[config.mk]
export PLATFORM = sky130hd
export DESIGN_NAME = fetch_unit_flat
export DESIGN_NICKNAME = d
export VERILOG_FILES = /design/src/rtl/fetch_unit_if.sv /design/src/rtl/fetch_unit.sv /design/src/flat_wrapper.sv
export SDC_FILE = /design/constraint.sdc
export NUM_CORES = 1
export LEC_CHECK = 0
export ABC_AREA = 1
export CAP_MARGIN = 20
export CORE_MARGIN = 1
export CORE_UTILIZATION = 49
export CTS_BUF_LIST = sky130_fd_sc_hd__clkbuf_8 sky130_fd_sc_hd__clkbuf_16
export CTS_CLUSTER_SIZE = 24
export DETAILED_ROUTE_END_ITERATION = 10
export MAX_ROUTING_LAYER = met4
export PLACE_DENSITY = 0.83
export SYNTH_ARGS = -nofsm -noshare
export SYNTH_HDL_FRONTEND = slang
export SYNTH_SLANG_ARGS = --single-unit
[constraint.sdc]
create_clock -name clk -period 2.2 [get_ports clk]
set_input_delay 0.55 -clock clk [delete_from_list [all_inputs] [get_ports clk]]
set_output_delay 0.55 -clock clk [all_outputs]
set_load 0.02 [all_outputs]
[src/rtl/fetch_unit_if.sv]
// fetch_unit_if: instruction-memory, decode and redirect signals of the fetch stage.
interface fetch_unit_if #(parameter int ADDR_W = 32);
    logic              imem_req;
    logic [ADDR_W-1:0] imem_addr;
    logic              imem_ack;
    logic [31:0]       imem_rdata;
    logic              inst_valid;
    logic              inst_ready;
    logic [31:0]       inst;
    logic [ADDR_W-1:0] inst_pc;
    logic [ADDR_W-1:0] inst_pc_plus4;
    logic              redirect;
    logic [ADDR_W-1:0] redirect_target;
    logic              fetch_fault;
    modport master (
        output imem_req, imem_addr, inst_valid, inst, inst_pc, inst_pc_plus4, fetch_fault,
        input  imem_ack, imem_rdata, inst_ready, redirect, redirect_target
    );
    modport slave (
        input  imem_req, imem_addr, inst_valid, inst, inst_pc, inst_pc_plus4, fetch_fault,
        output imem_ack, imem_rdata, inst_ready, redirect, redirect_target
    );
endinterface

[src/rtl/fetch_unit.sv]
// fetch_unit: PC + variable-latency imem req/ack fetch, one instruction at a time to decode.
// Define FETCH_MISALIGN_TRAP_EN to trap misaligned redirects via fetch_fault.
module fetch_unit #(
    parameter int              ADDR_W   = 32,
    parameter logic [ADDR_W-1:0] RESET_PC = '0
) (
    input logic          clk,
    input logic          reset_n,
    fetch_unit_if.master bus
);
    typedef enum logic [1:0] {IDLE, FETCH, HOLD, DISCARD} state_t;
    state_t            state_q, state_d;
    logic [ADDR_W-1:0] pc_q, pc_d, pend_q, pend_d, ipc_q, ipc_d, ipc4_q, ipc4_d;
    logic [31:0]       inst_q, inst_d;
    logic              valid_q, valid_d, fault_q, trap;
    logic [ADDR_W-1:0] tgt;
`ifdef FETCH_MISALIGN_TRAP_EN
    assign tgt  = bus.redirect_target;
    assign trap = fault_q || (bus.redirect && |bus.redirect_target[1:0]);
`else
    assign tgt  = bus.redirect_target & ~ADDR_W'(3);
    assign trap = 1'b0;
`endif
    assign bus.imem_req      = (state_q == FETCH || state_q == DISCARD) && !fault_q;
    assign bus.imem_addr     = pc_q;
    assign bus.inst_valid    = valid_q;
    assign bus.inst          = inst_q;
    assign bus.inst_pc       = ipc_q;
    assign bus.inst_pc_plus4 = ipc4_q;
    assign bus.fetch_fault   = fault_q;
    always_comb begin
        state_d = state_q;
        pc_d    = pc_q;
        pend_d  = pend_q;
        inst_d  = inst_q;
        ipc_d   = ipc_q;
        ipc4_d  = ipc4_q;
        valid_d = valid_q;
        case (state_q)
            IDLE: begin
                state_d = FETCH;
                if (bus.redirect) pc_d = tgt;
            end
            FETCH: begin
                if (bus.redirect) begin
                    if (bus.imem_ack) pc_d = tgt;
                    else begin
                        pend_d  = tgt;
                        state_d = DISCARD;
                    end
                end else if (bus.imem_ack) begin
                    inst_d  = bus.imem_rdata;
                    ipc_d   = pc_q;
                    ipc4_d  = pc_q + ADDR_W'(4);
                    pc_d    = pc_q + ADDR_W'(4);
                    valid_d = 1'b1;
                    state_d = HOLD;
                end
            end
            HOLD: begin
                if (bus.redirect || bus.inst_ready) begin
                    valid_d = 1'b0;
                    state_d = FETCH;
                end
                if (bus.redirect) pc_d = tgt;
            end
            DISCARD: begin
                if (bus.redirect) pend_d = tgt;
                if (bus.imem_ack) begin
                    pc_d    = bus.redirect ? tgt : pend_q;
                    state_d = FETCH;
                end
            end
            default: state_d = IDLE;
        endcase
    end
    always_ff @(posedge clk or negedge reset_n) begin
        if (!reset_n) begin
            state_q <= IDLE;
            pc_q    <= RESET_PC;
            pend_q  <= '0;
            inst_q  <= '0;
            ipc_q   <= '0;
            ipc4_q  <= '0;
            valid_q <= 1'b0;
            fault_q <= 1'b0;
        end else if (trap) begin
            // trapped: everything frozen, instruction withdrawn
            fault_q <= 1'b1;
            valid_q <= 1'b0;
        end else begin
            state_q <= state_d;
            pc_q    <= pc_d;
            pend_q  <= pend_d;
            inst_q  <= inst_d;
            ipc_q   <= ipc_d;
            ipc4_q  <= ipc4_d;
            valid_q <= valid_d;
        end
    end
endmodule

[src/flat_wrapper.sv]
// flat-port wrapper written by rule: the top's interface ports become plain ports
module fetch_unit_flat 
#(
    parameter int              ADDR_W   = 32,
    parameter logic [ADDR_W-1:0] RESET_PC = '0
)
  (clk, reset_n, bus_imem_req, bus_imem_addr, bus_inst_valid, bus_inst, bus_inst_pc, bus_inst_pc_plus4, bus_fetch_fault, bus_imem_ack, bus_imem_rdata, bus_inst_ready, bus_redirect, bus_redirect_target);
  fetch_unit_if #(.ADDR_W(ADDR_W)) bus_i ();
  input logic clk;
  input logic reset_n;
  output wire logic [$bits(bus_i.imem_req)-1:0] bus_imem_req;
  output wire logic [$bits(bus_i.imem_addr)-1:0] bus_imem_addr;
  output wire logic [$bits(bus_i.inst_valid)-1:0] bus_inst_valid;
  output wire logic [$bits(bus_i.inst)-1:0] bus_inst;
  output wire logic [$bits(bus_i.inst_pc)-1:0] bus_inst_pc;
  output wire logic [$bits(bus_i.inst_pc_plus4)-1:0] bus_inst_pc_plus4;
  output wire logic [$bits(bus_i.fetch_fault)-1:0] bus_fetch_fault;
  input wire logic [$bits(bus_i.imem_ack)-1:0] bus_imem_ack;
  input wire logic [$bits(bus_i.imem_rdata)-1:0] bus_imem_rdata;
  input wire logic [$bits(bus_i.inst_ready)-1:0] bus_inst_ready;
  input wire logic [$bits(bus_i.redirect)-1:0] bus_redirect;
  input wire logic [$bits(bus_i.redirect_target)-1:0] bus_redirect_target;
  assign bus_imem_req = bus_i.imem_req;
  assign bus_imem_addr = bus_i.imem_addr;
  assign bus_inst_valid = bus_i.inst_valid;
  assign bus_inst = bus_i.inst;
  assign bus_inst_pc = bus_i.inst_pc;
  assign bus_inst_pc_plus4 = bus_i.inst_pc_plus4;
  assign bus_fetch_fault = bus_i.fetch_fault;
  assign bus_i.imem_ack = bus_imem_ack;
  assign bus_i.imem_rdata = bus_imem_rdata;
  assign bus_i.inst_ready = bus_inst_ready;
  assign bus_i.redirect = bus_redirect;
  assign bus_i.redirect_target = bus_redirect_target;
  fetch_unit #(.ADDR_W(ADDR_W), .RESET_PC(RESET_PC)) u_core (.clk(clk), .reset_n(reset_n), .bus(bus_i));
endmodule
==> results.cfg, run 1 <==
[outcome]
status = finished, final reports clean

[die]
start_util = 0.505
die_area_sq_um = 16200
die_w_um = 127
die_h_um = 127
core.rowCount = 45
core-area_sq_um = 15300
io_pins = 200

[clocking]
clkTransAtPathRegs_ns = 0.06
post_cts_buffers = 0
clock_latency_ns = 0.43
cts_tree = built
cts.sinks = 161
cts_buffer_depth = 2
cts-root-buf = clkbuf_16
h-tree-depth = 4
cts_made_buffers = 17

[power]
power.leakage_nw = 5.13
total_power_w = 0.0168
power_density_nw_per_um2 = 1550
vdd.ir_drop.worst_v = 0.000688

[synthesis]
yosys_register_bits = 161
synth_edf_count = 0
syn_area_per_cell_sq_um = 7.95
netlist_area_sq_um = 7710
synth_nets = 1040
yosysSeqAreaShare = 0.522
ys.flop_type = dfrtp_1
netlist_instances = 970
yosys_warnings = 0
ys_types = 39
async_flop_share = 1.00

[worst_setup_path]
arrival_ns = 1.60
cpPeakStageDelay_ns = 0.66
start_kind = flop
cp_cell_sequence = clkdlybuf4s50_1
crit_fanout = 7
worstSetupEndpointType = output port
worstSetupPathType = reg2out
critPathSlowestCell = clkdlybuf4s50_1
worst_ep_required_time_ns = 1.65
cp.buffers_inverters = 1
crit_family = buffers and inverters

[drt]
drt_iter0_markers = 731
dr_total_vias = 7558
viasPerCell = 5.34
dr.pass1.iters = 6
drt-wirelength-per-cell_um = 16.4
routed_wl_mm = 23.2
ant_nets = 0
drc = 0

[final_layout]
drive_above_1_share = 0.0847
area_growth_pct = 40.2
diodes = 0
nets = 1261
fillers = 1169
regArea_sq_um = 4030
final_area_sq_um = 10800
multi_input_area_sq_um = 3170

[sta]
fin_skew_ns = 0.00974
slew_violations = 0
post-route-period-util = 0.976
hold_viol_final = 0
fin_crit_ns = 2.15
rsz0062_at_grt = true
fmax_mhz = 466
setup_violations = 0

[placed_design]
gp_congestion = 0.945
dpl.hpwl_mm = 17.4
placed_cell_area_sq_um = 10200
numPortBuffers = 196

[job]
maxCapViolCount = 0

[grt]
grt_pass1_vias = 7111
grt_pass1_wl_mm = 36.6
grt_max_degree = 53
antenna_found_initial = 0
grt_use_total = 0.306
overflow = 0

[min_path]
holdCritPathClass = in2async
[Yosys cell counts (4+ instances only)]
| master | number | share of area |
|---|---|---|
| o221ai_1 | 8 | 0.0091 |
| nor2_1 | 64 | 0.031 |
| a31oi_1 | 4 | 0.0032 |
| a211oi_1 | 8 | 0.0078 |
| buf_4 | 6 | 0.0058 |
| nand2_1 | 369 | 0.18 |
| o21ai_0 | 38 | 0.025 |
| clkbuf_1 | 15 | 0.0073 |
| dfrtp_1 | 161 | 0.52 |
| inv_1 | 67 | 0.033 |
| buf_2 | 20 | 0.013 |
| o21ai_1 | 48 | 0.031 |
| nor4_1 | 4 | 0.0032 |
| a22oi_1 | 18 | 0.018 |
| xor2_1 | 14 | 0.016 |
| a21oi_1 | 49 | 0.032 |
| nor3_1 | 13 | 0.0084 |
| nor2_2 | 5 | 0.0041 |
| nand3_1 | 23 | 0.015 |
| inv_2 | 6 | 0.0029 |
| buf_1 | 4 | 0.0019 |
[layout make-up]
type,instances,area share
inverter,73,0.0255
clock inverter,12,0.0130
sequential,161,0.373
clock buffer,20,0.0432
tap,211,0.0244
timing repair buffer,249,0.228
multi-input combinational,689,0.294
[cells by family (layout without fill, tap and decap cells)]
logic type      after synthesis  in the layout  synth area share
fa+ha+maj                     1              1           0.00162
other cells                   1              1          0.000486
buf+inv                     120            354            0.0665
compound gates              183            183             0.136
flops                       161            161             0.522
xor+xnor                     16             16            0.0182
simple gates                488            488             0.255
[final timing paths]
check	cells after the start	slack [ns]	start	end
max reg2reg	9	0.11	u_core.bus.imem_addr[2]	u_core.bus.imem_addr[26]
min	1	0.04	reset_n	u_core.bus.inst[15]
max	1	0.05	u_core.bus.imem_addr[9]	bus_imem_addr[9]
max in group asynchronous	2	1.49	reset_n	u_core.bus.inst[12]
min in group clk	2	0.47	u_core.bus.inst[12]	u_core.bus.inst[12]
min reg2reg	2	0.47	u_core.bus.inst[12]	u_core.bus.inst[12]
[layer usage]
metal	vias to the layer above	wire, um	track usage
met5	-	0	-
met4	0	675	0.120
met3	57	2200	0.0662
met2	406	10800	0.490
met1	3519	9530	0.380
li1	3576	-	-
[sequential cells by signal, indices dropped and copies added, names as in the netlist]
| signal | flops |
|---|---|
| u_core.bus.inst_pc_plus4 | 32 |
| u_core.state_q | 2 |
| u_core.pend_q | 32 |
| u_core.bus.inst_pc | 30 |
| u_core.bus.inst | 32 |
| u_core.bus.imem_addr | 32 |
| u_core.bus.inst_valid | 1 |
[where the power goes]
group	internal, W	total, W	switching (W)
Sequential	0.00435	0.00542	0.00107
Combinational	0.00351	0.00833	0.00482
Clock	0.00186	0.00301	0.00116
Total	0.00972	0.0168	0.00705
[placed cells by master (no fill, tap or decap), drive strengths merged, types with 2 or more instances in the layout]
cell / n
a22oi: 18
o21ai: 87
nand2: 371
clkinvlp: 3
a211o: 2
nand3: 23
o21a: 2
bufinv: 3
buf: 54
xnor2: 2
o221ai: 8
a211oi: 8
clkbuf: 20
a21oi: 49
dfrtp: 161
nor2: 71
a31oi: 4
and2: 2
nor4: 4
clkinv: 5
a221oi: 2
nand4: 2
inv: 74
xor2: 14
nor3: 14
clkdlybuf4s50: 194
[repair_timing]
item | in CTS | in global routing
setup endpoints to repair | 1 | 2
endpoints found under the hold margin | 0 | 0
hold buffers | 0 | 0
gates resized for setup | 1 | 2
[stage by stage]
step           setup TNS [ns]  cells  worst slack [ns]  utilization  hold slack [ns]
3_3_place_gp           -0.279   1383           -0.0949        0.668            0.452
6_report                    0   1415            0.0522        0.709           0.0357
4_1_cts                     0   1415            0.0159        0.708           0.0379
5_1_grt              -0.00360   1415          -0.00360        0.709           0.0566
3_5_place_dp            -1.07   1383            -0.153        0.668            0.458
2_1_floorplan               0    970             0.405            -            0.254
No activity file was read; power rests on OpenSTA's default activity.
==> run 2, diff against run 1 <==
--- a/config.mk
+++ b/config.mk
@@ -13,7 +13,7 @@
 export CTS_CLUSTER_SIZE = 24
 export DETAILED_ROUTE_END_ITERATION = 10
 export MAX_ROUTING_LAYER = met4
-export PLACE_DENSITY = 0.83
+export PLACE_DENSITY_LB_ADDON = 0.12
 export SYNTH_ARGS = -nofsm -noshare
 export SYNTH_HDL_FRONTEND = slang
 export SYNTH_SLANG_ARGS = --single-unit
==> run 2 against run 1 <==
Effect of this change:
- power fell by 2.0%
- setup slack got worse by 0.0091 ns
- highest routed layer unchanged
- via count fell by 2.1%
==> results.cfg, run 2 (synthesis gave the netlist of run 1 again) <==
[worst_setup_path]
worst_ep_required_time_ns = 1.65
critPathSlowestCell = clkdlybuf4s50_1
crit_fanout = 7
worstSetupPathType = reg2out
arrival_ns = 1.61
worstSetupEndpointType = output port
crit_family = buffers and inverters
cpPeakStageDelay_ns = 0.68
cp.buffers_inverters = 1
startpoint = u_core.bus.imem_addr[9]
cp_cell_sequence = clkdlybuf4s50_1
reg2reg_from = u_core.bus.imem_addr[2]
start_kind = flop

[clocking]
cts.sinks = 161
cts-root-buf = clkbuf_16
cts_tree = built
cts_buffer_depth = 2
clock_latency_ns = 0.42
ctsResizeCount = 0
cts-hold-fix-buffers = 0
clkTransAtPathRegs_ns = 0.06
post_cts_buffers = 0
h-tree-depth = 4
cts_made_buffers = 17

[placed_design]
placed_cell_area_sq_um = 10300
numPortBuffers = 196
gp_congestion = 0.919
dpl.hpwl_mm = 16.7

[final_layout]
drive_above_1_share = 0.0921
area_growth_pct = 40.7
nets = 1275
multi_input_area_sq_um = 3180
regArea_sq_um = 4030
final_common_cell = nand2_1
fillers = 1292
mostFrequentLayoutCells = nand2_1 (369), clkdlybuf4s50_1 (195), dfrtp_1 (161), inv_1 (71), nor2_1 (64)
utilization = 0.711
final_area_sq_um = 10800
diodes = 0

[die]
io_pins = 200
die_w_um = 127
core.rowCount = 45
start_util = 0.505
die_area_sq_um = 16200
die_h_um = 127
core-area_sq_um = 15300

[sta]
final.setup.tns_ns = 0
setup_violations = 0
slew_violations = 0
max_slew_margin = 0.603
tightest_slew_ns = 0.591
fin_crit_ns = 2.16
fin_skew_ns = 0.00588
hold_slack_ns = 0.0993
post-route-period-util = 0.980
fmax_mhz = 464
rsz0062_at_grt = false
hold_viol_final = 0

[power]
p_sw_frac = 0.420
total_power_w = 0.0164
vdd.ir_drop.worst_v = 0.000669
power_switching_w = 0.00690
pwr-share-clk = 0.166
power_density_nw_per_um2 = 1520
power.leakage_nw = 5.18
share_comb_of_total_power = 0.507
seqPwrFrac = 0.327
p_int_w = 0.00953

[grt]
antenna_found_initial = 0
grt_max_degree = 68
overflow = 0
grt_use_total = 0.294
grt_pass1_wl_mm = 35.2
grt_pass1_vias = 6689

[drt]
dr.pass1.iters = 7
drt_iter0_markers = 608
drc = 0
viasPerCell = 5.19
drt-wirelength-per-cell_um = 15.8
ant_nets = 0
dr_total_vias = 7401
routed_wl_mm = 22.5

[job]
maxCapViolCount = 0

[min_path]
holdCritPathClass = in2async

[outcome]
status = finished, final reports clean
## run 2: cell count changes in the layout (fill, tap and decap cells not counted), sizes merged
cell           previous run  this run
buf                      54        68
dlymetal6s2s              1         0
clkinvlp                  3         1
clkdlybuf4s50           194       195
bufinv                    3         1
inv                      74        76
## run 2: final timing paths
check	slack (ns)	to	cells past startpoint
max	0.04	bus_imem_addr[9]	1
min reg2reg	0.47	u_core.bus.inst[22]	2
max reg2reg	0.21	u_core.bus.imem_addr[26]	9
min	0.1	u_core.bus.inst[11]	2
max in group asynchronous	1.68	u_core.bus.inst[28]	2
min in group clk	0.47	u_core.bus.inst[22]	2
## run 2: per-layer routing
layer  GRT usage  part of all wire
met1       0.382              0.43
met2       0.455              0.46
met3      0.0695             0.086
met4      0.0917             0.017
met5           -                 0
## run 2: per-stage QoR
| stage | instances | setup slack (ns) |
|---|---|---|
| after floorplan | 970 | 0.405 |
| after global placement | 1397 | -0.288 |
| after detailed placement | 1397 | -0.302 |
| after CTS | 1427 | 0.0465 |
| after global routing | 1427 | 0.00368 |
| final | 1427 | 0.0431 |
## run 2: layout make-up
type,count,share of cell area
clock inverter,10,0.00669
tap,211,0.0243
clock buffer,20,0.0430
timing repair buffer,263,0.237
sequential,161,0.371
multi-input combinational,689,0.293
inverter,73,0.0254
## run 2: power groups by stage
stage	clock network, W	registers (W)	logic [W]
floorplan	0	0.00659	0.00310
global placement	0	0.00535	0.00819
detailed placement	0	0.00541	0.00831
CTS	0.00276	0.00537	0.00835
global route	0.00289	0.00555	0.00904
finish	0.00273	0.00538	0.00833
